[config.mk]
export PLATFORM = sky130hd
export DESIGN_NAME = arb_rr_flat
export DESIGN_NICKNAME = d
export VERILOG_FILES = /design/src/rtl/arb_rr_if.sv /design/src/rtl/arb_rr.sv /design/src/flat_wrapper.sv
export SDC_FILE = /design/constraint.sdc
export NUM_CORES = 1
export LEC_CHECK = 0
export BUFFER_PORTS_ARGS = -buffer_cell sky130_fd_sc_hd__clkbuf_2
export CAP_MARGIN = 20
export CORE_MARGIN = 2
export CORE_UTILIZATION = 33
export CTS_CLUSTER_SIZE = 10
export DETAILED_ROUTE_END_ITERATION = 7
export GPL_TIMING_DRIVEN = 0
export PLACE_DENSITY = 0.68
export SYNTH_ARGS = -nofsm -noshare
export SYNTH_HDL_FRONTEND = slang
export SYNTH_SLANG_ARGS = --single-unit
[constraint.sdc]
create_clock -name clk -period 1.57 [get_ports clk]
set_input_delay 0.0785 -clock clk [delete_from_list [all_inputs] [get_ports clk]]
set_output_delay 0.0785 -clock clk [all_outputs]
set_load 0.01 [all_outputs]
[src/rtl/arb_rr_if.sv]
// Request/grant bundle between N requesters and the arb_rr arbiter.
interface arb_rr_if #(
  parameter int N = 4
);
  localparam int IDXW = (N > 1) ? $clog2(N) : 1;

  logic [N-1:0]    req;
  logic [N-1:0]    grant;
  logic [IDXW-1:0] grant_idx;
  logic            grant_valid;

  modport master (output req, input grant, grant_idx, grant_valid);
  modport slave  (input req, output grant, grant_idx, grant_valid);
endinterface

[src/rtl/arb_rr.sv]
// N-requester arbiter: registered one-hot grant, round-robin or fixed priority,
// with a burst limit that forces the holder to yield while others are waiting.
module arb_rr #(
  parameter int N        = 4,
  parameter int MODE     = 0,
  parameter int MAX_HOLD = 1
) (
  input logic     clk,
  input logic     reset,
  arb_rr_if.slave bus
);
  localparam int         IDXW     = (N > 1) ? $clog2(N) : 1;
  localparam logic [7:0] HOLD_LIM = 8'(MAX_HOLD - 1);

  logic [N-1:0]    grant_q, grant_d;
  logic [IDXW-1:0] idx_q, idx_d;
  logic [IDXW-1:0] ptr_q, ptr_d;
  logic            vld_q, vld_d;
  logic [7:0]      hold_q, hold_d;

  logic            holder_req, others, keep, win;
  logic [N-1:0]    mreq, scan;
  logic [2*N-1:0]  dbl;
  logic [IDXW-1:0] win_idx;

  assign holder_req = vld_q && ((bus.req & grant_q) != '0);
  assign others     = (bus.req & ~grant_q) != '0;
  assign keep       = holder_req && ((hold_q < HOLD_LIM) || !others);

  // Whenever the holder is not kept its bit is either already clear or it is
  // being forced out, so masking the current grant is always correct here.
  assign mreq = bus.req & ~grant_q;
  assign dbl  = {mreq, mreq} >> ptr_q;
  assign scan = (MODE == 0) ? dbl[N-1:0] : mreq;

  // Scan downwards so the lowest offset from the start point wins.
  always_comb begin
    win     = 1'b0;
    win_idx = '0;
    for (int i = N - 1; i >= 0; i--) begin
      if (scan[i]) begin
        win     = 1'b1;
        win_idx = (MODE == 0) ? IDXW'((int'(ptr_q) + i) % N) : IDXW'(i);
      end
    end
  end

  always_comb begin
    grant_d = grant_q;
    idx_d   = idx_q;
    vld_d   = vld_q;
    ptr_d   = ptr_q;
    hold_d  = hold_q;
    if (keep) begin
      if (hold_q < HOLD_LIM) hold_d = hold_q + 8'd1;
    end else if (win) begin
      grant_d          = '0;
      grant_d[win_idx] = 1'b1;
      idx_d            = win_idx;
      vld_d            = 1'b1;
      hold_d           = '0;
      ptr_d            = (win_idx == IDXW'(N - 1)) ? '0 : win_idx + IDXW'(1);
    end else begin
      grant_d = '0;
      idx_d   = '0;
      vld_d   = 1'b0;
    end
  end

  always_ff @(posedge clk or posedge reset) begin
    if (reset) begin
      grant_q <= '0;
      idx_q   <= '0;
      vld_q   <= 1'b0;
      ptr_q   <= '0;
      hold_q  <= '0;
    end else begin
      grant_q <= grant_d;
      idx_q   <= idx_d;
      vld_q   <= vld_d;
      ptr_q   <= ptr_d;
      hold_q  <= hold_d;
    end
  end

  assign bus.grant       = grant_q;
  assign bus.grant_idx   = idx_q;
  assign bus.grant_valid = vld_q;
endmodule

[src/flat_wrapper.sv]
// flat-port wrapper written by rule: the top's interface ports become plain ports
module arb_rr_flat 
#(
  parameter int N        = 4,
  parameter int MODE     = 0,
  parameter int MAX_HOLD = 1
)
  (clk, reset, bus_req, bus_grant, bus_grant_idx, bus_grant_valid);
  arb_rr_if #(.N(N)) bus_i ();
  input logic clk;
  input logic reset;
  input wire logic [$bits(bus_i.req)-1:0] bus_req;
  output wire logic [$bits(bus_i.grant)-1:0] bus_grant;
  output wire logic [$bits(bus_i.grant_idx)-1:0] bus_grant_idx;
  output wire logic [$bits(bus_i.grant_valid)-1:0] bus_grant_valid;
  assign bus_i.req = bus_req;
  assign bus_grant = bus_i.grant;
  assign bus_grant_idx = bus_i.grant_idx;
  assign bus_grant_valid = bus_i.grant_valid;
  arb_rr #(.N(N), .MODE(MODE), .MAX_HOLD(MAX_HOLD)) u_core (.clk(clk), .reset(reset), .bus(bus_i));
endmodule
Yosys cells after proc, flatten, opt, wreduce, memory -nomap -nowiden
Cells that the tools add are included.

Flip-flop bits (word level): 17. Logic and storage cells: 47. Output and inout port bits: 7. Input bits: 6.

Shift-type cells: 1. Reduce and logical (&&, ||, !) cells: 10. $lt $le $gt $ge: 3. Bitwise operators: 4. Add/subtract/negate cells: 5. Multiplexer cells: 17. Equality and inequality tests: 2.

Operators with widths (number): $mux W8 (3); $mux W2 (6); $add A8 B1 Y8 const B (1); $and A4 B4 Y4 (2); $lt A8 B1 Y1 const B (1); $reduce_bool A4 Y1 (2); $shr A8 B2 Y4 (1); $mux W1 (6); $add A2 B1 Y2 const B (2); $add A2 B2 Y2 const B (2); $mux W4 (1); $not A4 Y4 (1); $reduce_and A2 Y1 (2); $logic_and A1 B1 Y1 (3); $lt A2 B3 Y1 const B (1); $demux W1 S2 (1); $eq A2 B2 Y1 const B (1); $ge A2 B1 Y1 const B (1); $ne A2 B2 Y1 const B (1); $reduce_bool A2 Y1 (1); $logic_not A1 Y1 (1); $logic_or A1 B1 Y1 (1); $not A1 Y1 (1).

Logic depth before layout (Yosys ltp)
Gate-level depths: netlist of the first run.

Depth in word-level cells: 12. Depth in mapped cells: 6. Gate-level depth less buffers: 6.

Least setup slack after synthesis of the first run
No wires, ideal clock.

Path type: register to register. Start point: register u_core.grant_q[2] (netlist: u_core.bus.grant[2]). End point: register u_core.ptr_q[1]. Slack: -0.151 ns. Setup time: 0.125 ns. Cell stages (with the launch flop): 6. Data arrival time: 1.597 ns. Period minus slack after synthesis: 1.721 ns. Buffers on the path: 0. Required time: 1.445 ns. Cell sequence: dfrtp_1 nand2b_4 or3_1 and3_4 ha_1 mux2_2.

Longest elaborated chain between the ends: 9. Elaborated cells on any way between the ends: 23. Classes of those cells: 1 x add/sub; 1 x eq/ne; 1 x shift; 9 x mux; 4 x bitwise; 7 x reduce/logical.

Ends and longest elaborated chain: start: declaration (RTL line arb_rr.sv:15) `logic [N-1:0] grant_q, grant_d;`; start signal: assignment (RTL line arb_rr.sv:78) `grant_q <= grant_d;`; $not A4 Y4 (RTL line arb_rr.sv:27, arb_rr.sv:32); $and A4 B4 Y4 (RTL line arb_rr.sv:27, arb_rr.sv:32); $shr A8 B2 Y4 (RTL line arb_rr.sv:33) `assign dbl = {mreq, mreq} >> ptr_q;`; $mux W2 (4 in a row) (RTL line arb_rr.sv:41) `if (scan[i]) begin`; $add A2 B1 Y2 / $eq A2 B2 Y1 (equally long branches) (RTL line arb_rr.sv:62) `ptr_d = (win_idx == IDXW'(N - 1)) ? '0 : win_idx + IDXW'(1);`; $mux W2 (RTL line arb_rr.sv:62); end signal: assignment (RTL line arb_rr.sv:81) `ptr_q <= ptr_d;`; end: declaration (RTL line arb_rr.sv:17) `logic [IDXW-1:0] ptr_q, ptr_d;`.

Several ways; a longest one is shown, not always the timed one. A chain may end at the register's enable or synchronous reset.

Final worst setup path of the first run
Start point: register u_core.ptr_q[1]. End point: register u_core.ptr_q[1].

Longest elaborated chain between the ends: 7. Elaborated cells on any way between the ends: 16. Classes of those cells: 4 x add/sub; 1 x eq/ne; 1 x shift; 9 x mux; 1 x reduce/logical.

Ends and longest elaborated chain (RTL line): $add A2 B2 Y2 / $shr A8 B2 Y4 (equally long branches) (arb_rr.sv:43, arb_rr.sv:33); $mux W2 (4 in a row) (arb_rr.sv:41); $add A2 B1 Y2 / $eq A2 B2 Y1 (equally long branches) (arb_rr.sv:62); $mux W2 (arb_rr.sv:62).

Several ways; a longest one is shown, not always the timed one.

==> run_results.csv, run 1 <==
group,metric,value,unit
timing,final.setup.tns,-0.320,ns
detailed_routing,first_pass_iters,2,
yosys,yosys_warnings,0,
timing,drv_slew,0,
critical_path,required,1.71,ns
critical_path,worstSetupStartpointType,"flop",
placed_design,place_area,628,um2
critical_path,crit_slowest_cell,"dfrtp_1",
cells_and_area,antenna_cells,0,
timing,worst_slew_pin_slew,0.463,ns
floorplanning,ioPinCount,13,
detailed_routing,wl,1350,um
pwr,total_power,1.49,mW
status,status,"complete, but fails checks",
clock_tree,htree_levels,1,
clock_tree,cts.sinks,9,
floorplanning,initial_core_util,35.2,%
placed_design,gp_congestion,0.652,
global_route,grt_pass1_wl,2080,um
yosys,avgSynthCellArea,11.4,um2
timing,fin_crit,1.69,ns
detailed_routing,drt_iter0_markers,4,
timing,slew_headroom,68.7,%
floorplanning,rows,14,
floorplanning,die_x,43.9,um
cells_and_area,final_common_cell,"clkbuf_2",
pwr,power_leakage,0.395,nW
timing,max_freq,593,MHz
cells_and_area,area_delta_synth_final,51.8,%
critical_path,reg2reg_slack,-0.12,ns
hold_path,hold_start,"bus_req[3]",
critical_path,slowest_delay,0.44,ns
job,maxCapViolations,0,
timing,finalHoldViolCount,0,
cells_and_area,nets,84,
critical_path,r2r_cells,5,
detailed_routing,drc,0,
detailed_routing,postRouteAntennaNets,0,
hold_path,hold_class,"primary input to flop",
clock_tree,cts_tree,"yes",
pwr,combPwrFrac,58.7,%
cells_and_area,fill_cells,137,
timing,fin_ws,-0.116,ns
yosys,syn_inst,46,
cells_and_area,final_cell_mix,"12 x clkbuf_2, 9 x buf_4, 8 x dfrtp_1, 4 x nand2b_4, 4 x a22o_1",
critical_path,cp_num_cells,5,
floorplanning,die_h,43.9,um
detailed_routing,viasPerCell,5.06,
floorplanning,coreArea,1490,um2
pwr,cellPowerDensity,1870,nW/um2
yosys,synth_top_area_share,43.0,%
status,violations,"negative setup slack",
global_route,grt_max_degree,10,
critical_path,cp_num_buf_inv,0,
critical_path,crit_arrival,1.83,ns
clock_tree,clockBufferDepth,2,
hold_path,hold_depth,3,
pwr,ir_drop,0.926,mV
placed_design,portBuffers,12,
timing,min_period_over_period,107,%
cells_and_area,layout-drive-gt1-share,54.8,%
critical_path,crit_start,"u_core.ptr_q[1]",
critical_path,critPathCaptureType,"flop",
yosys,yosysTopAreaCell,"dfrtp_1",
yosys,ys_ff_latch,9,
placed_design,hpwl,839,um
global_route,antenna_found_initial,0,
critical_path,reg2reg_from,"u_core.ptr_q[1]",
timing,rsz0062_at_grt,"true",
critical_path,crit_family,"compound AO/OA/AOI/OAI gates",
global_route,grt_pass1_vias,465,
yosys,synth.distinct_cells,21,
cells_and_area,fin_area,796,um2
pwr,switching_share,37.9,%
critical_path,regToRegEndpoint,"u_core.ptr_q[1]",
yosys,synth.yosys.seq_area_share,43.0,%
floorplanning,dieArea,1920,um2
critical_path,crit_fanout,6,
pwr,internal_power,927,uW
global_route,gr-usage-all-layers,15.2,%
yosys,netlist_area,524,um2
critical_path,crit_chain,"nand2b_4, a221oi_2, a21o_1, ha_4, mux2_4",
yosys,synth.net_count,56,
critical_path,worst-setup-path-type,"flop to flop",
pwr,power_frac_clock,11.8,%
timing,setup_violations,4,
critical_path,crit_end,"u_core.ptr_q[1]",
pwr,p_sw,565,uW
clock_tree,cts_buffers,3,
clock_tree,clkSlewWorstSetupHoldPaths,0.06,ns
pwr,p_seq_share,29.5,%
clock_tree,clkLatencyLatePin,0.26,ns
clock_tree,cts-root-buf,"clkbuf_4",
yosys,netlist_top_cells_area,"dfrtp_1 43%, ha_1 9.5%, a22o_1 6.7%",
detailed_routing,vias,450,
timing,fin_worst_skew,0.00248,ns
global_route,grt.overflow.total,0,
detailed_routing,post_drt_wl_per_cell,15.2,um
-- synth_stat cells --
cell	instances
and3b_1	1
nor2_2	1
nand2b_1	3
ha_1	4
or2b_1	1
o21ai_0	2
a22o_1	4
and3_4	1
nor2_1	3
inv_1	4
nand2b_4	1
o2111ai_4	1
a21o_1	3
nor4bb_1	1
a221oi_1	1
mux2_2	1
o41ai_1	1
or3_1	1
nor2b_1	2
a21oi_1	1
dfrtp_1	9
-- final cells by class --
cell class,count,area (um2),share of cell area (%)
clock buffers,4,26.3,3.30
inverters,4,15.0,1.89
multi-input cells,33,359,45.1
flip-flops and latches,9,226,28.5
well taps,16,20.0,2.52
repair buffers,23,149,18.7
-- worst min-delay path, stage by stage --
cell and delay (ns):
clkbuf_2 0.11, o41ai_1 0.09, or2b_1 0.15
-- per-stage QoR --
step                util, %  instances  hold slack [ns]  setup slack [ns]
floorplan                 -         46          -0.0936            -0.118
global placement       42.2         74           0.0300            -0.127
detailed placement     42.2         74           0.0333            -0.156
CTS                    50.5         87            0.210           -0.0505
global route           53.4         89            0.233            -0.169
finish                 53.4         89            0.208            -0.116
-- cells by family (layout without fill, tap and decap cells) --
kind of cell	Yosys count	in the layout	synth area share [%]
muxes	1	1	2.15
DFF	9	9	43.0
AOI/OAI and AO/OA	13	13	22.2
and+or+nand+nor	15	15	20.3
adders and majority gates	4	4	9.55
buffers and inverters	4	31	2.86
-- layer usage --
| layer | share of wire (%) | GRT usage (%) | vias up |
|---|---|---|---|
| met5 | 0 | 0 | - |
| met3 | 2.3 | 2.50 | 2 |
| li1 | - | - | 219 |
| met1 | 40 | 16.4 | 222 |
| met2 | 56 | 29.1 | 7 |
| met4 | 1.0 | 5.45 | 0 |
-- worst min-delay path by stage --
stage / to / slack, ns
2_1_floorplan: u_core.bus.grant[0] / -0.09
3_3_place_gp: u_core.bus.grant_idx[0] / 0.03
3_5_place_dp: u_core.bus.grant_idx[0] / 0.03
4_1_cts: u_core.bus.grant_valid / 0.21
5_1_grt: u_core.bus.grant_valid / 0.23
6_report: u_core.bus.grant_valid / 0.21
-- power by group through the flow --
stage / clock network (mW) / logic, mW / registers, mW
after floorplan: 0 / 0.404 / 0.443
after global placement: 0 / 0.571 / 0.432
after detailed placement: 0 / 0.586 / 0.437
after CTS: 0.180 / 0.778 / 0.414
after global routing: 0.189 / 0.962 / 0.449
final: 0.176 / 0.875 / 0.441
-- what timing repair did --
item,in CTS,in global routing
hold buffers,1,0
resized for setup,7,5
buffers inserted,8,2
hold endpoints to repair,9,0
cloned,0,0
pin swaps,2,3
setup endpoints to repair,5,5
-- flip-flops by register name (all words and copies together), names as in the netlist --
name / cells
u_core.bus.grant: 4
u_core.ptr_q: 2
u_core.bus.grant_valid: 1
u_core.bus.grant_idx: 2
Power figures use the tool's default switching activity.
==> run 2, diff against run 1 <==
--- a/config.mk
+++ b/config.mk
@@ -11,8 +11,7 @@
 export CORE_UTILIZATION = 33
 export CTS_CLUSTER_SIZE = 10
 export DETAILED_ROUTE_END_ITERATION = 7
-export GPL_TIMING_DRIVEN = 0
-export PLACE_DENSITY = 0.68
+export PLACE_DENSITY = 0.64
 export SYNTH_ARGS = -nofsm -noshare
 export SYNTH_HDL_FRONTEND = slang
 export SYNTH_SLANG_ARGS = --single-unit
==> run 2 against run 1 <==
Effect of this change:
- the flow still finishes with violations (negative setup slack)
- final cell count rose by 1.1%
- highest routed layer unchanged
- cell area decreased by 1.4%
- critical path type unchanged
- core utilization down 0.76 points
- clock skew rose by 0.0016 ns
- largest power group unchanged
- combinational power is 6.4% lower
- non-clock buffer count is 1 higher
- via count grew 1.8%
==> run_results.csv, run 2 (synthesis gave the netlist of run 1 again) <==
group,metric,value,unit
timing,worst_slew_pin_slew,0.467,ns
detailed_routing,viasPerCell,5.09,
critical_path,critPathCaptureType,"flop",
cells_and_area,nets,85,
critical_path,crit_slowest_cell,"dfrtp_1",
critical_path,worst-setup-path-type,"flop to flop",
detailed_routing,post_drt_wl_per_cell,12.7,um
cells_and_area,final_common_cell,"clkbuf_2",
critical_path,worstSetupStartpointType,"flop",
clock_tree,clkSlewWorstSetupHoldPaths,0.06,ns
critical_path,reg2reg_from,"u_core.bus.grant[2]",
critical_path,slowest_delay,0.37,ns
critical_path,required,1.71,ns
global_route,grt_pass1_vias,460,
pwr,total_power,1.43,mW
placed_design,dp_slack,-0.0634,ns
detailed_routing,first_pass_iters,4,
critical_path,crit_fanout,5,
clock_tree,cts-root-buf,"clkbuf_4",
critical_path,reg2reg_slack,-0.04,ns
clock_tree,cts_tree,"yes",
floorplanning,dieArea,1920,um2
timing,setup_violations,1,
pwr,switching_share,36.3,%
pwr,ir_drop,0.842,mV
pwr,p_seq_share,30.4,%
critical_path,regToRegEndpoint,"u_core.ptr_q[1]",
global_route,antenna_found_initial,0,
clock_tree,post-cts-setup-buffers,0,
job,maxCapViolations,0,
floorplanning,coreArea,1490,um2
floorplanning,die_h,43.9,um
timing,max_freq,622,MHz
detailed_routing,drt_iter0_markers,10,
pwr,combPwrFrac,57.3,%
pwr,power_frac_clock,12.3,%
clock_tree,clockBufferDepth,2,
cells_and_area,largest_reg_flops,4,
pwr,p_sw,519,uW
placed_design,placed_cells,85,
cells_and_area,fin_area,785,um2
pwr,power_leakage,0.396,nW
pwr,internal_power,911,uW
hold_path,hold_class,"primary input to flop",
global_route,gr-usage-all-layers,14.4,%
floorplanning,rows,14,
detailed_routing,wl,1140,um
timing,min_period_over_period,102,%
timing,slew_headroom,68.4,%
timing,fin_crit,1.61,ns
clock_tree,cts.sinks,9,
cells_and_area,area_delta_synth_final,49.6,%
detailed_routing,drc,0,
timing,finalHoldViolCount,0,
cells_and_area,antenna_cells,0,
timing,fin_ws,-0.0383,ns
global_route,grt_pass1_wl,1990,um
timing,rsz0062_at_grt,"true",
detailed_routing,postRouteAntennaNets,0,
cells_and_area,stdcell_count,90,
timing,drv_slew,0,
cells_and_area,layout-drive-gt1-share,55.4,%
critical_path,crit_start,"u_core.bus.grant[2]",
detailed_routing,vias,458,
clock_tree,cts_buffers,3,
critical_path,r2r_cells,5,
status,violations,"negative setup slack",
clock_tree,clkLatencyLatePin,0.26,ns
timing,fin_worst_skew,0.00408,ns
critical_path,crit_end,"u_core.ptr_q[1]",
timing,final.setup.tns,-0.0383,ns
critical_path,crit_chain,"nand2b_4, or3_1, and3_4, ha_4, mux2_4",
clock_tree,htree_levels,1,
critical_path,crit_arrival,1.75,ns
cells_and_area,final_cell_mix,"12 x clkbuf_2, 11 x buf_4, 7 x dfrtp_1, 4 x a22o_1",
placed_design,portBuffers,12,
hold_path,hold_depth,3,
placed_design,hpwl,899,um
placed_design,gp_congestion,0.881,
floorplanning,ioPinCount,13,
status,status,"complete, but fails checks",
floorplanning,initial_core_util,35.2,%
pwr,cellPowerDensity,1820,nW/um2
global_route,grt_max_degree,10,
placed_design,place_area,711,um2
floorplanning,die_x,43.9,um
global_route,grt.overflow.total,0,
==> run 2: how the worst min path moves through the flow <==
stage / startpoint / endpoint / slack (ns)
after floorplan: reset / u_core.bus.grant[0] / -0.09
after global placement: reset / u_core.bus.grant_idx[0] / 0.04
after detailed placement: reset / u_core.bus.grant_idx[0] / 0.04
after CTS: bus_req[1] / u_core.bus.grant_valid / 0.20
after global routing: bus_req[1] / u_core.bus.grant_valid / 0.22
final: bus_req[1] / u_core.bus.grant_valid / 0.20
==> run 2: layer usage <==
metal	vias up	part of all wire, %	GRT usage [%]
li1	223	-	-
met1	209	46	19.3
met2	22	45	22.1
met3	4	6.7	2.92
met4	0	1.9	7.27
met5	-	0	0
==> run 2: stage by stage <==
stage | hold WS [ns] | utilization [%]
4_1_cts | 0.198 | 51.1
6_report | 0.198 | 52.7
5_1_grt | 0.221 | 52.7
2_1_floorplan | -0.0936 | -
3_3_place_gp | 0.0355 | 47.7
3_5_place_dp | 0.0442 | 47.7
==> run 2: critical path, delay by kind of cell, from the launching register on <==
kind | cells | cell delay [ns]
fa+ha+maj | 1 | 0.21
simple gates | 3 | 0.66
mux | 1 | 0.25
flops | 1 | 0.37
==> run 2: timing repair <==
item | in CTS | in global routing
hold buffers | 1 | 0
pin swaps | 3 | 1
resized for setup | 5 | 6
endpoints found under the hold margin | 9 | 0
endpoints found under the setup margin | 4 | 5
==> run 2: cell type report <==
class                   instances  area, um2
fillers                       148        704
multi-input cells              33        343
flip-flops and latches          9        228
repair buffers                 24        153
clock buffers                   4       26.3
well taps                      16       20.0
inverters                       4       15.0
==> run 2: power groups by stage <==
stage	Sequential [mW]	Combinational [mW]	Clock, mW
floorplan	0.443	0.404	0
global placement	0.407	0.752	0
detailed placement	0.411	0.768	0
CTS	0.417	0.806	0.179
global route	0.449	0.906	0.189
finish	0.434	0.819	0.176
==> run 3, diff against run 2 <==
--- a/config.mk
+++ b/config.mk
@@ -11,7 +11,7 @@
 export CORE_UTILIZATION = 33
 export CTS_CLUSTER_SIZE = 10
 export DETAILED_ROUTE_END_ITERATION = 7
-export PLACE_DENSITY = 0.64
+export PLACE_DENSITY = 0.62
 export SYNTH_ARGS = -nofsm -noshare
 export SYNTH_HDL_FRONTEND = slang
 export SYNTH_SLANG_ARGS = --single-unit
==> constraint.sdc (replaced) <==
create_clock -name clk -period 1.9 [get_ports clk]
set_input_delay 0.095 -clock clk [delete_from_list [all_inputs] [get_ports clk]]
set_output_delay 0.095 -clock clk [all_outputs]
set_load 0.01 [all_outputs]
==> run 3 against run 2 <==
Effect of this change:
- largest cell class unchanged
- cell area fell by 18%
- flip-flop and latch count did not move
- worst hold slack got worse by 0.018 ns
- largest power group unchanged
- register-to-register slack improved by 0.17 ns
- the run now ends clean
- highest routed layer is now met3
- die area did not move
==> run_results.csv, run 3 (synthesis gave the netlist of run 1 again) <==
group,metric,value,unit
hold_path,whs_endpoint,"u_core.bus.grant_valid",
pwr,p_seq_share,37.6,%
clock_tree,clkSlewWorstSetupHoldPaths,0.07,ns
cells_and_area,final_cell_mix,"12 x clkbuf_2, 9 x dfrtp_1, 4 x inv_1, 4 x a22o_1, 4 x ha_1",
critical_path,required,2.04,ns
global_route,busiest_layer,"met2",
pwr,combPwrFrac,46.4,%
critical_path,worstSetupStartpointType,"flop",
floorplanning,coreArea,1490,um2
timing,setup_violations,0,
critical_path,reg2reg_from,"u_core.bus.grant[2]",
detailed_routing,post_drt_wl_per_cell,13.8,um
floorplanning,die_x,43.9,um
clock_tree,cts_buffers,3,
cells_and_area,layout-drive-gt1-share,31.7,%
cells_and_area,area_delta_synth_final,22.2,%
pwr,p_sw,361,uW
timing,final.setup.tns,0,ns
critical_path,worst-setup-path-type,"flop to flop",
pwr,cellPowerDensity,1460,nW/um2
job,maxCapViolations,0,
timing,max_freq,567,MHz
pwr,power_frac_clock,16.0,%
placed_design,portBuffers,12,
timing,fin_worst_skew,0.00871,ns
clock_tree,cts-root-buf,"clkbuf_4",
floorplanning,die_h,43.9,um
clock_tree,cts_hold_buf,1,
detailed_routing,viasPerCell,5.04,
timing,drv_slew,0,
critical_path,critPathCaptureType,"flop",
hold_path,hold_start,"bus_req[3]",
floorplanning,initial_core_util,35.2,%
clock_tree,cts-resized-gates,0,
detailed_routing,drt_iter0_markers,6,
critical_path,crit_family,"simple AND/OR/NAND/NOR gates",
clock_tree,post-cts-setup-buffers,0,
critical_path,crit_arrival,1.91,ns
hold_path,hold_class,"primary input to flop",
global_route,grtUsageMet3,6.67,%
critical_path,regToRegEndpoint,"u_core.ptr_q[1]",
timing,fin_crit,1.76,ns
pwr,internal_power,577,uW
global_route,grt.overflow.total,0,
global_route,grt_max_degree,10,
clock_tree,clockBufferDepth,2,
clock_tree,cts_tree,"yes",
critical_path,slowest_delay,0.40,ns
cells_and_area,fill_cells,133,
detailed_routing,vias,398,
timing,rsz0062_at_grt,"false",
critical_path,crit_chain,"nand2b_4, or3_1, and3_4, ha_1, mux2_2",
cells_and_area,nets,74,
clock_tree,clkLatencyLatePin,0.26,ns
clock_tree,htree_levels,1,
critical_path,cp_num_buf_inv,0,
global_route,use_met2,18.8,%
clock_tree,cts.sinks,9,
critical_path,crit_slowest_cell,"dfrtp_1",
status,status,"completed",
hold_path,hold_depth,3,
placed_design,gp_congestion,0.752,
cells_and_area,largest_reg_flops,4,
timing,worst_slew_pin_slew,0.405,ns
global_route,gr-usage-all-layers,13.1,%
detailed_routing,wl,1090,um
global_route,grt_pass1_wl,1760,um
global_route,use_met1,16.5,%
detailed_routing,first_pass_iters,2,
detailed_routing,drc,0,
cells_and_area,antenna_cells,0,
pwr,switching_share,38.5,%
floorplanning,dieArea,1920,um2
timing,slew_headroom,72.6,%
critical_path,r2r_cells,5,
floorplanning,rows,14,
timing,min_period_over_period,92.9,%
global_route,grt_pass1_vias,388,
timing,whs,0.180,ns
pwr,ir_drop,0.732,mV
detailed_routing,postRouteAntennaNets,0,
placed_design,hpwl,811,um
critical_path,reg2reg_slack,0.14,ns
floorplanning,ioPinCount,13,
pwr,power_leakage,0.321,nW
timing,finalHoldViolCount,0,
critical_path,crit_fanout,5,
global_route,antenna_found_initial,0,
cells_and_area,final_common_cell,"clkbuf_2",
## run 3: changes by cell type in the layout (fill, tap and decap cells not counted), sizes merged
cell,change
buf,-11
## run 3: worst max-delay path by stage
stage | start | end | slack, ns | depth (start not counted)
after floorplan | u_core.bus.grant[2] | u_core.ptr_q[1] | 0.18 | 5
after global placement | u_core.bus.grant[2] | u_core.ptr_q[1] | 0.19 | 5
after detailed placement | u_core.bus.grant[3] | u_core.ptr_q[1] | 0.16 | 5
after CTS | u_core.bus.grant[2] | u_core.ptr_q[1] | 0.14 | 5
after global routing | u_core.bus.grant[3] | u_core.ptr_q[1] | 0.06 | 5
final | u_core.bus.grant[2] | u_core.ptr_q[1] | 0.14 | 5
## run 3: tightest hold or removal path, delay by kind of cell
kind | cells | cell delay [ns]
simple gates | 1 | 0.15
buf+inv | 1 | 0.09
compound gates | 1 | 0.08
## run 3: layer usage
| metal | share of wire [%] | wire (um) |
|---|---|---|
| met3 | 5.3 | 58 |
| met1 | 47 | 512 |
| met2 | 48 | 520 |
| met5 | 0 | 0 |
| met4 | 0 | 0 |
## run 3: power groups by stage
stage / Clock, mW / Sequential [mW] / Combinational [mW]
after global routing: 0.166 / 0.363 / 0.478
final: 0.150 / 0.352 / 0.435
after floorplan: 0 / 0.365 / 0.292
after global placement: 0 / 0.354 / 0.429
after CTS: 0.154 / 0.349 / 0.440
after detailed placement: 0 / 0.353 / 0.436
## run 3: area by class of cell
class / count / area (um2) / share of cell area (%)
sequential: 9 / 225 / 35.2
tap: 16 / 20.0 / 3.13
clock buffer: 4 / 26.3 / 4.10
multi-input combinational: 33 / 284 / 44.3
timing repair buffer: 13 / 70.1 / 10.9
inverter: 4 / 15.0 / 2.34
## run 3: stage by stage
step                      power [mW]  cell area, um2  worst slack, ns  utilization [%]  std cells
final                          0.938             641            0.136             43.0         79
after global routing            1.01             641           0.0608             43.0         79
after CTS                      0.943             641            0.145             43.0         79
after detailed placement       0.789             604            0.161             40.6         74
after global placement         0.783             604            0.194             40.6         74
after floorplan                0.657             524            0.179                -         46
